**src/rtl/lsu_apb_bridge.sv**
```systemverilog
// LSU front end: dmem passthrough plus APB3 master for the peripheral window.
// Stalls the pipeline while an APB transfer is in flight; aborts on timeout.
module lsu_apb_bridge #(
    parameter logic [31:0] PERIPH_BASE = 32'h1000_0000,
    parameter logic [31:0] PERIPH_MASK = 32'hF000_0000,
    parameter int unsigned TIMEOUT     = 16
) (
    input  logic        i_clk,
    input  logic        i_reset,
    input  logic        i_req,
    input  logic [31:0] i_addr,
    input  logic [31:0] i_wdata,
    input  logic [3:0]  i_lsu_op,
    output logic        o_stall,
    output logic [31:0] o_rdata,
    output logic        o_err,
    output logic [31:0] o_dmem_addr,
    output logic [31:0] o_dmem_wdata,
    output logic [3:0]  o_dmem_bmask,
    output logic        o_dmem_wren,
    input  logic [31:0] i_dmem_rdata,
    output logic        o_psel,
    output logic        o_penable,
    output logic        o_pwrite,
    output logic [31:0] o_paddr,
    output logic [31:0] o_pwdata,
    output logic [3:0]  o_pstrb,
    input  logic        i_pready,
    input  logic        i_pslverr,
    input  logic [31:0] i_prdata
);

    localparam int CW = $clog2(TIMEOUT + 1);

    typedef enum logic [1:0] {
        S_IDLE,
        S_SETUP,
        S_ACCESS,
        S_DONE
    } state_e;

    state_e          state_q;
    logic            psel_q;
    logic            penable_q;
    logic            pwrite_q;
    logic [31:0]     paddr_q;
    logic [31:0]     pwdata_q;
    logic [3:0]      pstrb_q;
    logic [3:0]      op_q;
    logic [1:0]      lane_q;
    logic [31:0]     prdata_q;
    logic            pslverr_q;
    logic            tout_q;
    logic [CW-1:0]   wait_q;

    logic        is_ld;
    logic        is_st;
    logic        is_half;
    logic        is_word;
    logic        act;
    logic        misal;
    logic        periph;
    logic        idle;
    logic        launch;
    logic        done_err;
    logic [31:0] st_data;
    logic [3:0]  st_strb;
    logic [15:0] sh;
    logic [31:0] ld_data;

    // Classify the MEM-stage op; unknown codes decode to nothing.
    always_comb begin
        is_ld   = 1'b0;
        is_st   = 1'b0;
        is_half = 1'b0;
        is_word = 1'b0;
        case (i_lsu_op)
            4'b0000, 4'b0001: is_ld = 1'b1;
            4'b0010, 4'b0011: begin
                is_ld   = 1'b1;
                is_half = 1'b1;
            end
            4'b0100: begin
                is_ld   = 1'b1;
                is_word = 1'b1;
            end
            4'b1000: is_st = 1'b1;
            4'b1001: begin
                is_st   = 1'b1;
                is_half = 1'b1;
            end
            4'b1010: begin
                is_st   = 1'b1;
                is_word = 1'b1;
            end
            default: ;
        endcase
    end

    assign act      = i_req & (is_ld | is_st) & ~i_reset;
    assign misal    = (is_half & i_addr[0]) | (is_word & (|i_addr[1:0]));
    assign periph   = (i_addr & PERIPH_MASK) == PERIPH_BASE;
    assign idle     = state_q == S_IDLE;
    assign launch   = idle & act & ~misal & periph;
    assign done_err = pslverr_q | tout_q;

    // Replicate store data across lanes and build the byte strobe.
    always_comb begin
        st_data = '0;
        st_strb = '0;
        if (is_st) begin
            if (is_word) begin
                st_data = i_wdata;
                st_strb = 4'b1111;
            end else if (is_half) begin
                st_data = {2{i_wdata[15:0]}};
                st_strb = 4'b0011 << i_addr[1:0];
            end else begin
                st_data = {4{i_wdata[7:0]}};
                st_strb = 4'b0001 << i_addr[1:0];
            end
        end
    end

    // Pick the addressed byte/half from the captured word and extend it.
    always_comb begin
        sh = 16'(prdata_q >> {lane_q, 3'b000});
        case (op_q)
            4'b0000: ld_data = {{24{sh[7]}}, sh[7:0]};
            4'b0001: ld_data = {24'h0, sh[7:0]};
            4'b0010: ld_data = {{16{sh[15]}}, sh};
            4'b0011: ld_data = {16'h0, sh};
            4'b0100: ld_data = prdata_q;
            default: ld_data = '0;
        endcase
    end

    // Load result: dmem passthrough in IDLE, extracted APB data in DONE.
    always_comb begin
        o_rdata = '0;
        if (!i_reset) begin
            if (idle && !periph && !(act && misal)) begin
                o_rdata = i_dmem_rdata;
            end else if (state_q == S_DONE && !done_err) begin
                o_rdata = ld_data;
            end
        end
    end

    assign o_stall = ~i_reset &
                     (launch | (state_q == S_SETUP) | (state_q == S_ACCESS));
    assign o_err   = ~i_reset &
                     ((idle & act & misal) | ((state_q == S_DONE) & done_err));

    assign o_dmem_addr  = i_addr;
    assign o_dmem_wdata = i_wdata;
    assign o_dmem_bmask = i_lsu_op;
    assign o_dmem_wren  = idle & act & ~misal & ~periph & is_st;

    assign o_psel    = psel_q;
    assign o_penable = penable_q;
    assign o_pwrite  = pwrite_q;
    assign o_paddr   = paddr_q;
    assign o_pwdata  = pwdata_q;
    assign o_pstrb   = pstrb_q;

    // APB transfer sequencer with registered bus outputs.
    always_ff @(posedge i_clk) begin
        if (i_reset) begin
            state_q   <= S_IDLE;
            psel_q    <= 1'b0;
            penable_q <= 1'b0;
            pwrite_q  <= 1'b0;
            paddr_q   <= '0;
            pwdata_q  <= '0;
            pstrb_q   <= '0;
            op_q      <= '0;
            lane_q    <= '0;
            prdata_q  <= '0;
            pslverr_q <= 1'b0;
            tout_q    <= 1'b0;
            wait_q    <= '0;
        end else begin
            case (state_q)
                S_IDLE: begin
                    if (launch) begin
                        state_q   <= S_SETUP;
                        psel_q    <= 1'b1;
                        penable_q <= 1'b0;
                        pwrite_q  <= is_st;
                        paddr_q   <= {i_addr[31:2], 2'b00};
                        pwdata_q  <= st_data;
                        pstrb_q   <= st_strb;
                        op_q      <= i_lsu_op;
                        lane_q    <= i_addr[1:0];
                        pslverr_q <= 1'b0;
                        tout_q    <= 1'b0;
                        wait_q    <= '0;
                    end
                end
                S_SETUP: begin
                    state_q   <= S_ACCESS;
                    penable_q <= 1'b1;
                end
                S_ACCESS: begin
                    if (i_pready) begin
                        state_q   <= S_DONE;
                        psel_q    <= 1'b0;
                        penable_q <= 1'b0;
                        prdata_q  <= i_prdata;
                        pslverr_q <= i_pslverr;
                    end else if (wait_q == CW'(TIMEOUT - 1)) begin
                        state_q   <= S_DONE;
                        psel_q    <= 1'b0;
                        penable_q <= 1'b0;
                        tout_q    <= 1'b1;
                    end else begin
                        wait_q <= wait_q + 1'b1;
                    end
                end
                S_DONE: begin
                    state_q <= S_IDLE;
                end
                default: state_q <= S_IDLE;
            endcase
        end
    end

endmodule

```
**config.mk**
```make
export PLATFORM = sky130hd
export DESIGN_NAME = lsu_apb_bridge
export DESIGN_NICKNAME = d
export VERILOG_FILES = /design/src/rtl/lsu_apb_bridge.sv
export SDC_FILE = /design/constraint.sdc
export NUM_CORES = 1
export LEC_CHECK = 0
export ABC_CLOCK_PERIOD_IN_PS = 3400
export BUFFER_PORTS_ARGS = -buffer_cell sky130_fd_sc_hd__buf_2
export CAP_MARGIN = 20
export CORE_MARGIN = 2
export CORE_UTILIZATION = 30
export DETAILED_ROUTE_END_ITERATION = 12
export SYNTH_ARGS = -nofsm -noshare
export SYNTH_HDL_FRONTEND = slang
export SYNTH_SLANG_ARGS = --single-unit
```
**constraint.sdc**
```tcl
create_clock -name i_clk -period 3.4 [get_ports i_clk]
set_input_delay 0.68 -clock i_clk [delete_from_list [all_inputs] [get_ports i_clk]]
set_output_delay 0.68 -clock i_clk [all_outputs]
set_load 0.01 [all_outputs]
```
==> impl_metrics.csv, run 1 <==
group,metric,value,unit
run_status,status,"complete, no violations",
synthesis,synth-edff-count,0,
synthesis,synth-compound-area-share,27.0,%
clock_tree,ctsResizeCount,0,
sta,setup_violations,0,
clock_tree,cts.sinks,116,
clock_tree,post-cts-setup-buffers,0,
floorplan,die-area,0.0243,sq mm
clock_tree,cts_tree,"built",
clock_tree,cts_root_buf,"clkbuf_16",
pwr,power_frac_clock,47.4,%
detailed_routing,wl_per_cell,16.6,microns
critical_path,end_kind,"output port",
sta,fin_skew,0.0110,ns
global_routing,grt_overflow,0,
critical_path,startpoint,"lane_q[1]",
critical_path,required,2.72,ns
pwr,swShare,27.7,%
synthesis,yosys.area_share.adder,1.27,%
detailed_routing,vias_per_cell,5.17,
placement,hpwlAfterDp,16700,microns
detailed_routing,drt_iter0_drc,488,
floorplan,chipWidth,156,microns
global_routing,grt_pass1_wl,35400,microns
min_path,min_path_type,"reg2reg",
detailed_routing,route.detailed.drc,0,
critical_path,reg2reg_slack,0.91,ns
pwr,intPower,2.94,mW
sta,relSlewSlack,41.4,%
layout,layout.nets,1242,
clock_tree,htree_levels,4,
synthesis,yosysMostFrequentCell,"nand2_1",
synthesis,synthTopCellsByCount,"174 x nand2_1, 132 x a21oi_1, 116 x dfxtp_1",
global_routing,grt_max_degree,78,
pwr,cellLeakagePower,3.62,nW
critical_path,r2r-end,"wait_q[3]",
critical_path,reg2reg_from,"state_q[0]",
min_path,holdPathStages,2,
critical_path,path_class,"reg2out",
global_routing,grtUsageTotal,18.4,%
synthesis,syn_area,0.00691,sq mm
layout,area_delta_synth_final,27.2,%
critical_path,cp_max_fo,16,
placement,dp_cells,1364,
detailed_routing,antenna_left,0,
critical_path,arrival,2.44,ns
job,drv_cap,0,
detailed_routing,first_pass_iters,5,
floorplan,die_y,156,microns
synthesis,synth_seq_area_share,33.6,%
sta,finalHoldViolations,0,
pwr,pwr-share-comb,18.1,%
clock_tree,cts_buffer_depth,2,
sta,min_period_over_period,91.6,%
floorplan,design.portCount,311,
synthesis,synth-xor-area-share,0,%
floorplan,rows,55,
synthesis,synth_mux_area_share,4.56,%
global_routing,antenna_found_initial,0,
sta,max_freq,0.321,GHz
clock_tree,cts_buffers,17,
sta,finalCriticalPeriod,3.12,ns
synthesis,synthSimpleGateAreaFrac,20.1,%
critical_path,startpoint_type,"flip-flop",
critical_path,worst-r2r-cell-count,7,
critical_path,setup.worst_path.end,"o_rdata[28]",
detailed_routing,via_count,7222,
layout,drive_above_1_share,36.3,%
synthesis,synth-async-reset-ratio,0,%
synthesis,synth_cell_types,68,
synthesis,syn_avg_cell_area,7.72,sq um
pwr,p_switching,1.13,mW
placement,gp_congestion,0.873,
global_routing,grt_pass1_vias,6365,
pwr,seqPwrFrac,34.5,%
floorplan,core_area,0.0226,sq mm
floorplan,start_util,30.5,%
synthesis,netlist.area_leader.share,33.6,%
sta,fin_setup_tns,0,ns
pwr,power_per_cell_area,464,mW/mm^2
synthesis,ys_seq_elements,116,
clock_tree,insertion_delay,0.41,ns
layout,antennaDiodeCount,0,
clock_tree,cts_hold_buffers,0,
placement,io_buffers,308,
synthesis,synth_area_leader_cell,"dfxtp_1",
sta,rsz0062_at_grt,"false",
sta,final_max_slew_viol_count,0,
synthesis,synth_flop_cell,"dfxtp_1",
detailed_routing,wl,23200,microns
pwr,vdd_drop_max,287,uV
synthesis,postSynthCellCount,895,
synthesis,ys_top_cells_by_area,"dfxtp_1 34%, a21oi_1 9.6%, nand2_1 9.4%",
synthesis,ys_warn_count,0,
synthesis,synth_top_family_by_area,"compound AO/OA/AOI/OAI gates",
clock_tree,clk_pin_slew,0.06,ns
layout,fin_cells,1396,
sta,worst_pin_slew,0.878,ns
cell usage in the layout (no fill, tap or decap), types with 3 or more instances in the layout:
master,n
a21oi_1,132
clkbuf_16,17
o21ai_0,32
a211oi_1,9
inv_1,8
nor3b_1,3
nor3_1,4
mux2_2,8
nor2_1,29
mux2i_1,18
ha_1,7
nand3_2,6
dfxtp_1,116
buf_2,307
o211ai_1,5
bufinv_16,4
nor2b_1,7
nand3_1,45
nand2_1,174
clkinv_4,3
a221oi_1,25
o221ai_1,10
buf_4,25
and3b_1,3
nand4_1,4
o31ai_2,6
a22o_1,3
a21o_1,3
clkinvlp_4,3
and3_1,4
a32o_1,3
o31ai_1,10
o2bb2ai_1,25
power by group through the flow:
stage	clock, mW	combinational (mW)	sequential [mW]
after detailed placement	0	0.738	1.44
after floorplan	0	0.489	1.43
after CTS	1.99	0.740	1.41
after global placement	0	0.730	1.44
after global routing	2.05	0.809	1.41
final	1.93	0.737	1.41
through the flow:
stage | hold WS, ns | utilization [%] | power [mW] | setup slack (ns) | instance area, sq um
CTS | 0.448 | 38.8 | 4.13 | 0.0516 | 8780
floorplan | 0.433 | - | 1.92 | 0.465 | 6920
global placement | 0.436 | 36.0 | 2.17 | 0.348 | 8150
global route | 0.462 | 38.8 | 4.27 | 0.100 | 8790
detailed placement | 0.441 | 36.0 | 2.17 | 0.339 | 8150
finish | 0.445 | 38.8 | 4.08 | 0.284 | 8790
final cells by class:
class | instances | area, sq um
fillers | 2408 | 13900
multi-input cells | 620 | 3690
flip-flops and latches | 116 | 2320
repair buffers | 333 | 1740
clock buffers | 20 | 457
well taps | 285 | 357
clock inverters | 12 | 179
inverters | 10 | 37.5
worst max-delay path, cell delays in order (launching register included):
cell	delay, ns
dfxtp_1	0.65
mux2i_1	0.17
o221a_2	0.29
nor4_2	0.24
buf_4	0.27
a21oi_1	0.08
o2bb2ai_1	0.16
buf_2	0.15
logic make-up after synthesis:
logic type	Yosys count
AOI/OAI and AO/OA	282
adders and majority gates	7
buffers and inverters	160
DFF	116
muxes	28
other	1
and+or+nand+nor	301
metal layers:
layer  vias to the layer above  share of wire, %  track usage (%)  wire (microns)
li1                       3542                 -                -               -
met1                      3403                46             26.2           10800
met2                       250                46             28.4           10800
met3                        27               5.7             3.56            1330
met4                         0               1.5             4.94             343
met5                         -                 0                0               0
state kept, by name, summed over array words and instances, names as in the netlist:
name,count
lane_q,2
tout_q,1
o_pwdata,32
o_pstrb,4
prdata_q,32
o_paddr,30
o_penable,1
pslverr_q,1
o_pwrite,1
o_psel,1
op_q,4
wait_q,5
state_q,2
worst min-delay path by stage:
stage,from,end
final,o_paddr[6],o_paddr[6]
after global placement,o_paddr[9],o_paddr[9]
after global routing,o_paddr[5],o_paddr[5]
after floorplan,prdata_q[1],prdata_q[1]
after CTS,o_paddr[6],o_paddr[6]
after detailed placement,o_paddr[6],o_paddr[6]
Power figures use the tool's default switching activity.
==> run 2, diff against run 1 <==
- ABC_AREA: unset -> 1
==> impl_metrics.csv, run 2 <==
group,metric,value,unit
run_status,status,"complete, no violations",
sta,final_max_slew_viol_count,0,
critical_path,critPathMaxStageDelay,0.31,ns
sta,finalCriticalPeriod,3.11,ns
critical_path,cp_num_cells,11,
sta,fin_skew,0.0114,ns
sta,layout_setup_ws,0.292,ns
synthesis,synth-edff-count,0,
detailed_routing,wl_per_cell,15.4,microns
pwr,swShare,24.3,%
critical_path,required,2.72,ns
layout,fin_cells,1468,
sta,fin_setup_tns,0,ns
sta,whs,0.438,ns
critical_path,crit_chain,"buf_2 -> inv_2 -> nand3_1 -> nand2_4 -> nand2_2 -> nand2_2 -> nand2_1 -> nand2_4 -> nand3_1 -> a21oi_1 -> buf_2",
global_routing,use_met1,23.3,%
pwr,seqPwrFrac,36.3,%
global_routing,grt_pass1_vias,6531,
clock_tree,clk_pin_slew,0.05,ns
layout,drive_above_1_share,33.1,%
placement,gp_congestion,0.870,
floorplan,chipWidth,152,microns
clock_tree,insertion_delay,0.41,ns
clock_tree,cts_buffer_depth,2,
global_routing,grt_overflow,0,
clock_tree,cts_tree,"built",
floorplan,die_y,152,microns
layout,area_delta_synth_final,28.7,%
sta,setup_violations,0,
synthesis,ys_warn_count,0,
pwr,p_total,3.76,mW
floorplan,core_area,0.0217,sq mm
layout,mostFrequentLayoutCells,"308 x buf_2, 156 x nor2_1, 136 x o21ai_0, 115 x dfxtp_1, 111 x a21oi_1",
critical_path,slowest_stage,"nand2_4",
synthesis,synth_flop_cell,"dfxtp_1",
sta,relSlewSlack,40.6,%
synthesis,ys_top_cells_by_area,"dfxtp_1 35%, o21ai_0 10%, nor2_1 9.0%",
layout,design_area,0.00845,sq mm
sta,min_period_over_period,91.4,%
detailed_routing,first_pass_iters,5,
pwr,vdd_drop_max,298,uV
pwr,p_switching,915,uW
clock_tree,cts_buffers,17,
global_routing,met2_usage,32.6,%
synthesis,synth_area_leader_cell,"dfxtp_1",
global_routing,grtUsageTotal,18.9,%
global_routing,grt_util_met3,4.39,%
sta,rsz0062_at_grt,"false",
sta,finalHoldViolations,0,
placement,dp_slack,0.0885,ns
floorplan,die-area,0.0231,sq mm
layout,final_util,39.0,%
global_routing,antenna_found_initial,0,
pwr,power_frac_clock,53.6,%
sta,max_freq,0.322,GHz
placement,dpl_cell_area,0.00775,sq mm
min_path,min_path_type,"reg2reg",
detailed_routing,drt_iter0_drc,502,
pwr,cellLeakagePower,3.93,nW
job,drv_cap,0,
critical_path,cpLargestDelayFamily,"simple AND/OR/NAND/NOR gates",
synthesis,synthTopCellsByCount,"157 x nor2_1, 136 x o21ai_0, 116 x dfxtp_1",
synthesis,yosysMostFrequentCell,"nor2_1",
synthesis,synth_cell_types,38,
placement,dp_cells,1433,
critical_path,path_class,"in2out",
critical_path,startpoint_type,"input pin",
floorplan,design.portCount,311,
synthesis,synth_seq_area_share,35.4,%
pwr,pwr-share-comb,10.1,%
synthesis,netlist.area_leader.share,35.4,%
critical_path,arrival,2.43,ns
detailed_routing,route.detailed.drc,0,
min_path,holdPathStages,2,
detailed_routing,wl,22700,microns
synthesis,ys_seq_elements,116,
pwr,power_per_cell_area,445,mW/mm^2
global_routing,busiest_layer,"met2",
detailed_routing,via_count,7025,
synthesis,syn_avg_cell_area,6.83,sq um
critical_path,end_kind,"output port",
placement,hpwlAfterDp,16500,microns
detailed_routing,antenna_left,0,
floorplan,rows,54,
critical_path,cp_max_fo,32,
layout,layout.nets,1320,
clock_tree,cts_root_buf,"clkbuf_16",
global_routing,grt_pass1_wl,35100,microns
layout,final_common_cell,"buf_2",
clock_tree,htree_levels,4,
synthesis,synth-async-reset-ratio,0,%
critical_path,cp_num_buf_inv,3,
detailed_routing,vias_per_cell,4.79,
floorplan,start_util,30.3,%
critical_path,worst-r2r-cell-count,10,
clock_tree,cts.sinks,116,
sta,worst_pin_slew,0.892,ns
global_routing,grt_max_degree,80,
layout,antennaDiodeCount,0,
placement,io_buffers,308,
synthesis,postSynthCellCount,962,
pwr,intPower,2.85,mW
clock_tree,cts_hold_buffers,0,
synthesis,syn_area,0.00657,sq mm
## run 2: worst paths after layout
check                            startpoint  slack (ns)     endpoint
worst min-delay path            o_paddr[30]        0.44  o_paddr[30]
worst min register to register  o_paddr[30]        0.44  o_paddr[30]
worst max-delay path            i_lsu_op[3]        0.29   o_rdata[7]
worst max register to register   state_q[0]        1.05       tout_q
## run 2: logic make-up after synthesis
family | Yosys count | synth area share (%)
adders and majority gates | 7 | 1.33
xor gates and xnor gates | 1 | 0.133
and+or+nand+nor | 366 | 24.6
AOI/OAI and AO/OA | 284 | 22.8
buffers and inverters | 187 | 15.7
DFF | 116 | 35.4
other | 1 | 0.0571
## run 2: repair_timing
| action | 4_1_cts | 5_1_grt |
|---|---|---|
| setup buffers | 0 | 4 |
| endpoints found under the setup margin | 0 | 32 |
| gates resized for setup | 0 | 4 |
## run 2: layer usage
layer	share of wire, %	routed length (microns)
met5	0	0
met4	1.8	417
met3	6.8	1550
met2	49	11100
met1	43	9640
## run 2: cell type report
class | instances | area [sq um]
Timing Repair Buffer | 326 | 1680
Tap cell | 280 | 350
Inverter | 55 | 213
Sequential cell | 116 | 2320
Multi-Input combinational cell | 660 | 3230
Clock inverter | 13 | 219
Fill cell | 2337 | 13200
Clock buffer | 18 | 439
## run 2: tightest hold or removal path: stages (launching register included)
cell and delay, ns:
dfxtp_1 0.30, nand2_1 0.06, nor2_1 0.04
## run 2: power groups by stage
stage / clock [mW] / combinational (mW) / sequential, mW
2_1_floorplan: 0 / 0.238 / 1.40
4_1_cts: 2.07 / 0.382 / 1.37
3_3_place_gp: 0 / 0.378 / 1.40
6_report: 2.02 / 0.379 / 1.37
5_1_grt: 2.12 / 0.419 / 1.37
3_5_place_dp: 0 / 0.380 / 1.40
==> run 3, diff against run 2 <==
- CORE_UTILIZATION: 30 -> 45
- PLACE_DENSITY: unset -> 0.78
==> impl_metrics.csv, run 3 (same netlist as run 2, synthesis figures left out) <==
group,metric,value,unit
placement,gp_congestion,0.903,
run_status,status,"complete, no violations",
critical_path,cp_max_fo,25,
layout,drive_above_1_share,32.9,%
layout,area_delta_synth_final,26.0,%
clock_tree,cts_root_buf,"clkbuf_16",
pwr,pwr-share-comb,10.4,%
min_path,min_path_type,"reg2reg",
clock_tree,cts_buffers,17,
sta,rsz0062_at_grt,"false",
sta,relSlewSlack,44.8,%
global_routing,antenna_found_initial,1,
global_routing,grt_overflow,0,
floorplan,design.portCount,311,
floorplan,chipWidth,125,microns
critical_path,startpoint_type,"flip-flop",
pwr,seqPwrFrac,38.0,%
pwr,swShare,24.3,%
floorplan,die_y,125,microns
sta,final_max_slew_viol_count,0,
detailed_routing,route.detailed.drc,0,
critical_path,cp_num_buf_inv,3,
critical_path,critPathMaxStageDelay,0.31,ns
pwr,vdd_drop_max,308,uV
clock_tree,clk_pin_slew,0.06,ns
clock_tree,cts_hold_buffers,0,
detailed_routing,wl,20600,microns
placement,hpwlAfterDp,14900,microns
pwr,cellLeakagePower,3.90,nW
clock_tree,insertion_delay,0.41,ns
sta,finalCriticalPeriod,3.16,ns
critical_path,end_kind,"output port",
pwr,p_switching,873,uW
critical_path,path_class,"reg2out",
sta,max_freq,0.316,GHz
sta,worst_pin_slew,0.827,ns
critical_path,cpLargestDelayFamily,"simple AND/OR/NAND/NOR gates",
critical_path,arrival,2.48,ns
sta,fin_skew,0.00859,ns
placement,io_buffers,308,
floorplan,core_area,0.0144,sq mm
detailed_routing,vias_per_cell,5.23,
global_routing,grt_max_degree,80,
pwr,power_frac_clock,51.7,%
detailed_routing,wl_per_cell,15.0,microns
layout,antennaDiodeCount,0,
sta,fin_setup_tns,0,ns
global_routing,grt_pass1_vias,6373,
detailed_routing,antenna_left,0,
critical_path,timing.critical_path.mode_cell,"nand2_1",
layout,mostFrequentLayoutCells,"308 x buf_2, 156 x nor2_1, 136 x o21ai_0, 115 x dfxtp_1, 111 x a21oi_1",
detailed_routing,via_count,7165,
layout,final_util,57.4,%
sta,min_period_over_period,93.1,%
pwr,intPower,2.73,mW
floorplan,rows,44,
clock_tree,htree_levels,4,
clock_tree,cts.sinks,116,
layout,layout.nets,1318,
floorplan,start_util,45.5,%
detailed_routing,drt_iter0_drc,596,
critical_path,required,2.72,ns
critical_path,crit_chain,"inv_2 -> nand2_1 -> o21ai_0 -> nand2_1 -> nand2_1 -> inv_2 -> o21ai_0 -> nand3_1 -> a21oi_1 -> buf_2",
global_routing,grt_pass1_wl,32000,microns
global_routing,grtUsageTotal,25.3,%
sta,setup_violations,0,
clock_tree,cts_tree,"built",
layout,final_common_cell,"buf_2",
floorplan,die-area,0.0156,sq mm
detailed_routing,first_pass_iters,5,
critical_path,slowest_stage,"dfxtp_1",
job,drv_cap,0,
clock_tree,cts_buffer_depth,2,
sta,finalHoldViolations,0,
pwr,power_per_cell_area,435,mW/mm^2
[run 3: power groups by stage]
stage	clock network (mW)	registers (mW)	logic (mW)
floorplan	0	1.40	0.238
global placement	0	1.39	0.367
detailed placement	0	1.40	0.370
CTS	1.88	1.37	0.372
global route	1.95	1.37	0.413
finish	1.86	1.37	0.373
[run 3: worst min-delay path: stages, from the launching register on]
cell and delay, ns:
dfxtp_1 0.31, nand2_1 0.06, nor2_1 0.04
[run 3: worst paths after layout]
kind	start	to	slack, ns	cells after the start
setup reg to reg	state_q[0]	prdata_q[28]	1.23	6
hold / removal	o_paddr[29]	o_paddr[29]	0.44	2
setup / recovery	lane_q[0]	o_rdata[26]	0.24	10
hold reg to reg	o_paddr[29]	o_paddr[29]	0.44	2
[run 3: layout make-up]
cell class	count	area, sq um
flip-flops and latches	116	2320
fillers	1430	6150
clock inverters	11	150
inverters	55	213
well taps	184	230
repair buffers	324	1660
clock buffers	20	467
multi-input cells	660	3230
[run 3: per-stage QoR]
stage / instances / worst slack (ns) / area (sq um) / hold WS (ns) / total power, mW
6_report: 1370 / 0.236 / 8270 / 0.443 / 3.60
2_1_floorplan: 963 / 0.798 / 6570 / 0.436 / 1.63
3_5_place_dp: 1334 / 0.135 / 7610 / 0.434 / 1.77
4_1_cts: 1365 / 0.136 / 8230 / 0.444 / 3.62
5_1_grt: 1370 / 0.0627 / 8270 / 0.465 / 3.73
3_3_place_gp: 1334 / 0.229 / 7610 / 0.429 / 1.76
[run 3: timing repair]
| action | 4_1_cts | 5_1_grt |
|---|---|---|
| endpoints found under the setup margin | 0 | 32 |
| gates resized for setup | 0 | 3 |
| setup buffers | 0 | 5 |
[run 3: routing by layer]
layer	GRT usage [%]	share of wire (%)	wire length, microns
met1	30.0	40	8280
met4	10.7	3.1	643
met2	43.4	49	10100
met3	6.36	7.6	1560
met5	0	0	0
